**src/rtl/regfile_wb_arbiter.sv**
```systemverilog
// Shares the register-file write port between two writeback requesters, each buffered by its own FIFO.
// Define WB_ARB_FIXED_PRIO_EN for fixed req0 priority; the default build arbitrates round-robin.
module regfile_wb_arbiter #(
  parameter int unsigned DATA_W     = 32,
  parameter int unsigned ADDR_W     = 5,
  parameter int unsigned FIFO_DEPTH = 2
) (
  input  logic                 clk_i,
  input  logic                 rst_i,
  input  logic                 req0_valid_i,
  input  logic [ADDR_W-1:0]    req0_rd_i,
  input  logic [DATA_W-1:0]    req0_data_i,
  output logic                 req0_ready_o,
  input  logic                 req1_valid_i,
  input  logic [ADDR_W-1:0]    req1_rd_i,
  input  logic [DATA_W-1:0]    req1_data_i,
  output logic                 req1_ready_o,
  output logic                 w_en_o,
  output logic [ADDR_W-1:0]    rd_o,
  output logic [DATA_W-1:0]    wdata_o,
  output logic [2**ADDR_W-1:0] busy_mask_o
);

  localparam int unsigned PTR_W = $clog2(FIFO_DEPTH);
  localparam int unsigned CNT_W = PTR_W + 1;
  localparam int unsigned NREG  = 2**ADDR_W;

  typedef struct packed {
    logic [ADDR_W-1:0] rd;
    logic [DATA_W-1:0] data;
  } wb_t;

  wb_t              mem   [2][FIFO_DEPTH];
  logic [PTR_W-1:0] wptr  [2];
  logic [PTR_W-1:0] rptr  [2];
  logic [CNT_W-1:0] count [2];
  wb_t              in_ent [2];
  logic [1:0]       valid, ready, nonempty, push, pop;
  wb_t              head;
  logic [NREG-1:0]  busy;
`ifndef WB_ARB_FIXED_PRIO_EN
  logic             last_grant;  // 1: req1 was granted most recently
`endif

  assign in_ent[0] = '{rd: req0_rd_i, data: req0_data_i};
  assign in_ent[1] = '{rd: req1_rd_i, data: req1_data_i};
  assign valid     = {req1_valid_i, req0_valid_i};
  assign req0_ready_o = ready[0];
  assign req1_ready_o = ready[1];
  assign busy_mask_o  = busy;

  // Handshake and arbitration from registered occupancy only
  always_comb begin
    ready    = '0;
    nonempty = '0;
    pop      = '0;
    for (int i = 0; i < 2; i++) begin
      ready[i]    = count[i] < CNT_W'(FIFO_DEPTH);
      nonempty[i] = count[i] != '0;
    end
    push = valid & ready;
`ifdef WB_ARB_FIXED_PRIO_EN
    pop[0] = nonempty[0];
    pop[1] = nonempty[1] && !nonempty[0];
`else
    pop[0] = nonempty[0] && (!nonempty[1] || last_grant);
    pop[1] = nonempty[1] && !pop[0];
`endif
    head = pop[1] ? mem[1][rptr[1]] : mem[0][rptr[0]];
  end

  always_ff @(posedge clk_i) begin
    for (int i = 0; i < 2; i++) begin
      if (push[i]) mem[i][wptr[i]] <= in_ent[i];
    end
  end

  always_ff @(posedge clk_i or posedge rst_i) begin
    if (rst_i) begin
      for (int i = 0; i < 2; i++) begin
        wptr[i]  <= '0;
        rptr[i]  <= '0;
        count[i] <= '0;
      end
`ifndef WB_ARB_FIXED_PRIO_EN
      last_grant <= 1'b1;
`endif
      w_en_o  <= 1'b0;
      rd_o    <= '0;
      wdata_o <= '0;
    end else begin
      for (int i = 0; i < 2; i++) begin
        if (push[i]) wptr[i] <= wptr[i] + PTR_W'(1);
        if (pop[i])  rptr[i] <= rptr[i] + PTR_W'(1);
        count[i] <= count[i] + CNT_W'(push[i]) - CNT_W'(pop[i]);
      end
      if (|pop) begin
`ifndef WB_ARB_FIXED_PRIO_EN
        last_grant <= pop[1];
`endif
        rd_o    <= head.rd;
        wdata_o <= head.data;
        w_en_o  <= head.rd != '0;
      end else begin
        w_en_o  <= 1'b0;
      end
    end
  end

  // Pending-write scoreboard: occupied FIFO slots plus the output stage
  always_comb begin
    busy = '0;
    for (int i = 0; i < 2; i++) begin
      for (int j = 0; j < FIFO_DEPTH; j++) begin
        if (CNT_W'(PTR_W'(PTR_W'(j) - rptr[i])) < count[i]) busy[mem[i][j].rd] = 1'b1;
      end
    end
    if (w_en_o) busy[rd_o] = 1'b1;
    busy[0] = 1'b0;
  end

endmodule

```
**config.mk**
```make
export PLATFORM = sky130hd
export DESIGN_NAME = regfile_wb_arbiter
export DESIGN_NICKNAME = d
export VERILOG_FILES = /design/src/rtl/regfile_wb_arbiter.sv
export SDC_FILE = /design/constraint.sdc
export NUM_CORES = 1
export LEC_CHECK = 0
export ABC_CLOCK_PERIOD_IN_PS = 3200
export BUFFER_PORTS_ARGS = -buffer_cell sky130_fd_sc_hd__buf_2
export CORE_ASPECT_RATIO = 0.75
export CORE_MARGIN = 3
export CORE_UTILIZATION = 45
export CTS_BUF_LIST = sky130_fd_sc_hd__clkbuf_8
export DETAILED_ROUTE_END_ITERATION = 16
export GPL_TIMING_DRIVEN = 0
export HOLD_SLACK_MARGIN = 0.05
export PLACE_DENSITY = 0.73
export SLEW_MARGIN = 30
export SYNTH_ARGS = -nofsm -noshare
export SYNTH_HDL_FRONTEND = slang
export SYNTH_SLANG_ARGS = --single-unit
export TNS_END_PERCENT = 1
```
**constraint.sdc**
```tcl
create_clock -name clk_i -period 3.2 [get_ports clk_i]
set_input_delay 0.64 -clock clk_i [delete_from_list [all_inputs] [get_ports clk_i]]
set_output_delay 0.64 -clock clk_i [all_outputs]
set_load 0.005 [all_outputs]
```
### Word-level counts from Yosys, hierarchy flattened

Memory sizes are Yosys's and may differ from the RTL's.
Index checks and enable logic that the tools add are counted.

* register bits: 47
* bits in writable memories: 148
* input port bits: 78
* output and inout port bits: 72
* word-level logic and storage cells: 101
* memories: 1

Memory list
* mem: words 2, width 74, read ports 2, clocked after Yosys merged registers in 0, write ports 2, RTL line 33 `wb_t mem [2][FIFO_DEPTH];`

* add/subtract/negate cells: 12
* order comparisons: 22
* muxes and demuxes: 31
* bitwise operators: 9
* reduce and logical (&&, ||, !) cells: 16

Operators by type and width (count)
* 37-bit 2-to-1 mux: 9
* 32-bit 2-to-1 mux: 5
* 74-bit 2-to-1 mux: 2
* 32-bit OR: 4
* 37-bit demux with 1-bit select: 2
* 5-bit by 6-bit < comparator with 1-bit output, second input constant: 5
* 1-bit demux with 5-bit select: 5
* 5-bit by 1-bit greater-or-equal comparator with 1-bit output, second input constant: 5
* 1-bit logical AND: 9
* 2-bit greater-or-equal comparator, second input constant: 4
* 1-bit by 2-bit < comparator with 1-bit output: 4
* 1-bit 2-to-1 mux: 8
* 1-bit inverter with 2-bit output: 4
* 5-bit nonzero test: 1
* 1-bit adder, second input constant: 4
* 2-bit by 1-bit adder with 2-bit output: 2
* 2-bit by 1-bit < comparator with 1-bit output, second input constant: 2
* 2-bit < comparator, second input constant: 2
* 2-bit nonzero test: 2
* 1-bit subtractor, first input constant: 4
* 2-bit by 1-bit subtractor with 2-bit output: 2
* 2-bit AND: 1
* 1-bit zero test: 2
* 2-bit OR reduction: 1
* 1-bit logical OR: 1

### Logic depth before layout (Yosys ltp)

An unclocked memory read counts as a cell.

* depth in word-level cells: 14
* gate-level depth with buffers: 8
* depth with buffers taken out: 7

### Least setup slack after synthesis

No wires, ideal clock.

* path type: register to register
* start: register count[1] in the netlist's numbering
* end: memory mem[0][111] in the netlist's numbering (enable)
* setup time: 431 ps
* data arrival time: 2358 ps
* data required time: 2769 ps
* path slack: 411 ps
* cell stages (with the launch flop): 5
* path buffers: 1
* period minus slack after synthesis: 2789 ps
* cells stage by stage: dfrtp_1 > buf_2 > inv_1 > nand2_1 > nor2_1

RTL lines
* start, declared: RTL line 36 `logic [CNT_W-1:0] count [2];`
* start signal, assigned by index: RTL line 95 `count[i] <= count[i] + CNT_W'(push[i]) - CNT_W'(pop[i]);`
* end, declared: RTL line 33

### Final worst setup path

* start: register count[2] in the netlist's numbering
* end: output busy_mask_o[12]

* cells in the longest elaborated chain, start to end: 10
* elaborated cells on any way between the ends: 11
* classes of those cells: order compare: 2; mux: 5; bitwise: 4

RTL lines
* 1-bit by 2-bit < comparator with 1-bit output: RTL line 115 `if (CNT_W'(PTR_W'(PTR_W'(j) - rptr[i])) < count[i]) busy[mem[i][j].rd] = 1'b1;`
* 32-bit 2-to-1 mux: RTL line 115
* 32-bit OR (no line)
* 32-bit 2-to-1 mux (*): RTL line 115
* 32-bit OR (no line)
* 32-bit 2-to-1 mux (*): RTL line 115
* 32-bit OR (no line)
* 32-bit 2-to-1 mux (*): RTL line 115
* 32-bit OR (no line)
* 32-bit 2-to-1 mux (*): RTL line 118 `if (w_en_o) busy[rd_o] = 1'b1;`
* end, declared: RTL line 21 `output logic [2**ADDR_W-1:0] busy_mask_o`

Every way passes the cells marked *; elsewhere a longest branch is shown, timed or not.

==> metrics <==
DR vias approximately 6,500; 1st-pass router iterations 5; CP Launch Type flip-flop; status finished clean; commonest non-fill, non-tap cell in the layout buf_2; DR iter-0 viols around 660; CP Capture Type output pin; crit path setup slack, layout 37.5 ps; Least-Margin Pin Slew approximately 830 ps; Max Clock Skew just under 20 ps; total clock buffers created by CTS 17; Distinct cells, synth 62; sequential area share after synthesis approximately three fifths; # rows 44; maximum vdd drop slightly above 0.4 mV; buffers from clock root to sink, at most 2; wire length per cell 22.2 microns; Critical Path RT about 2600 ps; Congestion Overflow GR 0; f_max between 300 and 400 MHz; DP HPWL about 17,000 microns; Sink Count 195; post-synthesis cell area ~9100 sq um; first-pass GRT wire length ~37,000 microns; Pwr Density between 900 and 1000 nW/um^2; post-synth top area share roughly 50%; R2R Path Start count[2]; maximum fanout along the worst path 7; slew margin rel. 44.1%; max_cap viols 0; Worst-Skew Late Latency between 400 and 500 ps; Mapped Nets 756; critical path class reg2out; Core Util, Final 55.0%; asr flop ratio synth around 24%; DR DRC count 0; Total Routing Usage GR between 20 and 25%; Mapped Avg Cell Area roughly 13 sq um; Area Growth Syn to Fin 18.5%; synth warn 0; CTS tree done; largest area contributor in the netlist edfxtp_1; FF+latch count, synth slightly below 200; initial antenna violation count 3; Starting Density a little under half; final WL between 20,000 and 25,000 microns; # port buffers roughly 150; final critical-path share of the clock period 98.8%; fraction of layout cells with a size suffix above 1 between 30% and 40%; filler instances between 1,500 and 2,000; core footprint approximately 20,000 sq um; vias in the first global route approximately 6,400; pin count of the biggest net entering global routing 38; H-Tree Level Count 4; Final setup viols 0; Post-Place Setup Slack 653 ps; most frequent cells in the layout buf_2 (160), edfxtp_1 (148), mux2i_1 (72); Final Net Count slightly above 900; RSZ-0062 raised after global routing false; Syn Inst Count 674; total power between 9 and 10 mW; Die Span X roughly 170 microns; Worst Setup SP count[2]; Clk pin slew, worst setup/hold paths ~110 ps; GP Congestion between 0.9 and 1; ys flop type edfxtp_1; Post-synth EDFFs about 150; die area around 22,000 sq um; Cell Area, Placed just over 10,000 sq um; Ports 150; n_diodes 0; top cells by area, synth edfxtp_1 (49%), dfrtp_1 (13%), mux2i_1 (7.9%); Max Slew Vio Count 0; Fin. Hold Viols 0; Critical Path AT 2520 ps; HP Class in2async; Post-DRT Antenna Nets 0; clk root buf clkbuf_8; Static Leak ~4.2 nW; Die Ht ~130 microns; setup tns final 0 ps; Design Area, Final roughly 11,000 sq um; final period demand of the worst path 3160 ps; routed vias/inst between 5 and 6
-- path summary, 6_finish.rpt --
kind                              endpoint  slack, ps  depth (start not counted)
setup reg to reg                  count[1]       1190                          8
min in group clk_i             mem[0][135]        330                          1
max in group asynchronous      wdata_o[28]       2590                          3
hold reg to reg                wdata_o[27]        490                          2
hold / removal                  wdata_o[9]        120                          2
setup / recovery           busy_mask_o[12]         40                          5
-- cell families after synthesis --
group                      share of synthesized area (%)
AOI/OAI and AO/OA                                   10.2
xor gates and xnor gates                           0.773
adders and majority gates                          0.552
buffers and inverters                               3.19
DFF                                                 62.0
muxes                                               12.8
other                                             0.0414
and+or+nand+nor                                     10.4
-- worst max-delay path: stages, from the launching register on --
cell and delay [ps]:
dfrtp_1 460, nor2b_4 180, o21ai_1 650, o22ai_1 200, or3_1 400, buf_2 150
-- flip-flops by register name (all words and copies together), names as in the netlist --
| name | flops |
|---|---|
| rd_o | 5 |
| count | 4 |
| w_en_o | 1 |
| last_grant | 1 |
| rptr | 2 |
| mem | 148 |
| wptr | 2 |
| wdata_o | 32 |
-- per-layer routing --
layer	routed length, microns	vias up	part of all wire (%)	track usage, %
met4	413	6	1.7	6.15
li1	-	2934	-	-
met2	10700	335	43	33.2
met1	10900	3180	44	33.1
met5	46	-	0.19	0
met3	2700	50	11	7.77
-- layout make-up --
type                            count  area (sq um)  area share (%)
Sequential cell                   195          5620            52.3
Multi-Input combinational cell    430          3190            29.7
Timing Repair Buffer              154           898            8.36
Tap cell                          253           317            2.94
Buffer                             40           255            2.37
Clock buffer                       17           234            2.18
Clock inverter                     15           198            1.84
Inverter                            9          36.3           0.338
-- power breakdown --
| group | internal [mW] | total [mW] | switching [mW] |
|---|---|---|---|
| clock | 0.617 | 1.65 | 1.03 |
| combinational | 1.86 | 4.23 | 2.37 |
| sequential | 3.46 | 3.81 | 0.349 |
| total | 5.94 | 9.69 | 3.75 |
-- metrics by stage --
stage,std cells,hold slack [ps]
after CTS,1113,101
after floorplan,674,460
after global placement,1075,460
after detailed placement,1081,465
after global routing,1113,113
final,1113,120
-- cell usage after synthesis (all sizes together) (7+ instances only) --
| library cell | n |
|---|---|
| nand3 | 15 |
| and3 | 7 |
| o22ai | 18 |
| dfrtp | 46 |
| nand3b | 14 |
| inv | 9 |
| clkbuf | 15 |
| o21ai | 43 |
| nor3 | 13 |
| nand2 | 53 |
| o211ai | 15 |
| nand2b | 8 |
| mux2 | 39 |
| a22oi | 21 |
| mux2i | 72 |
| edfxtp | 148 |
| nor3b | 15 |
| nor2 | 22 |
| buf | 25 |
-- timing repair --
action	CTS	global route
resized for setup	0	1
hold buffers	0	0
setup buffers	0	0
endpoints found under the setup margin	0	2
Note: power is estimated with default switching activity, not from simulation.
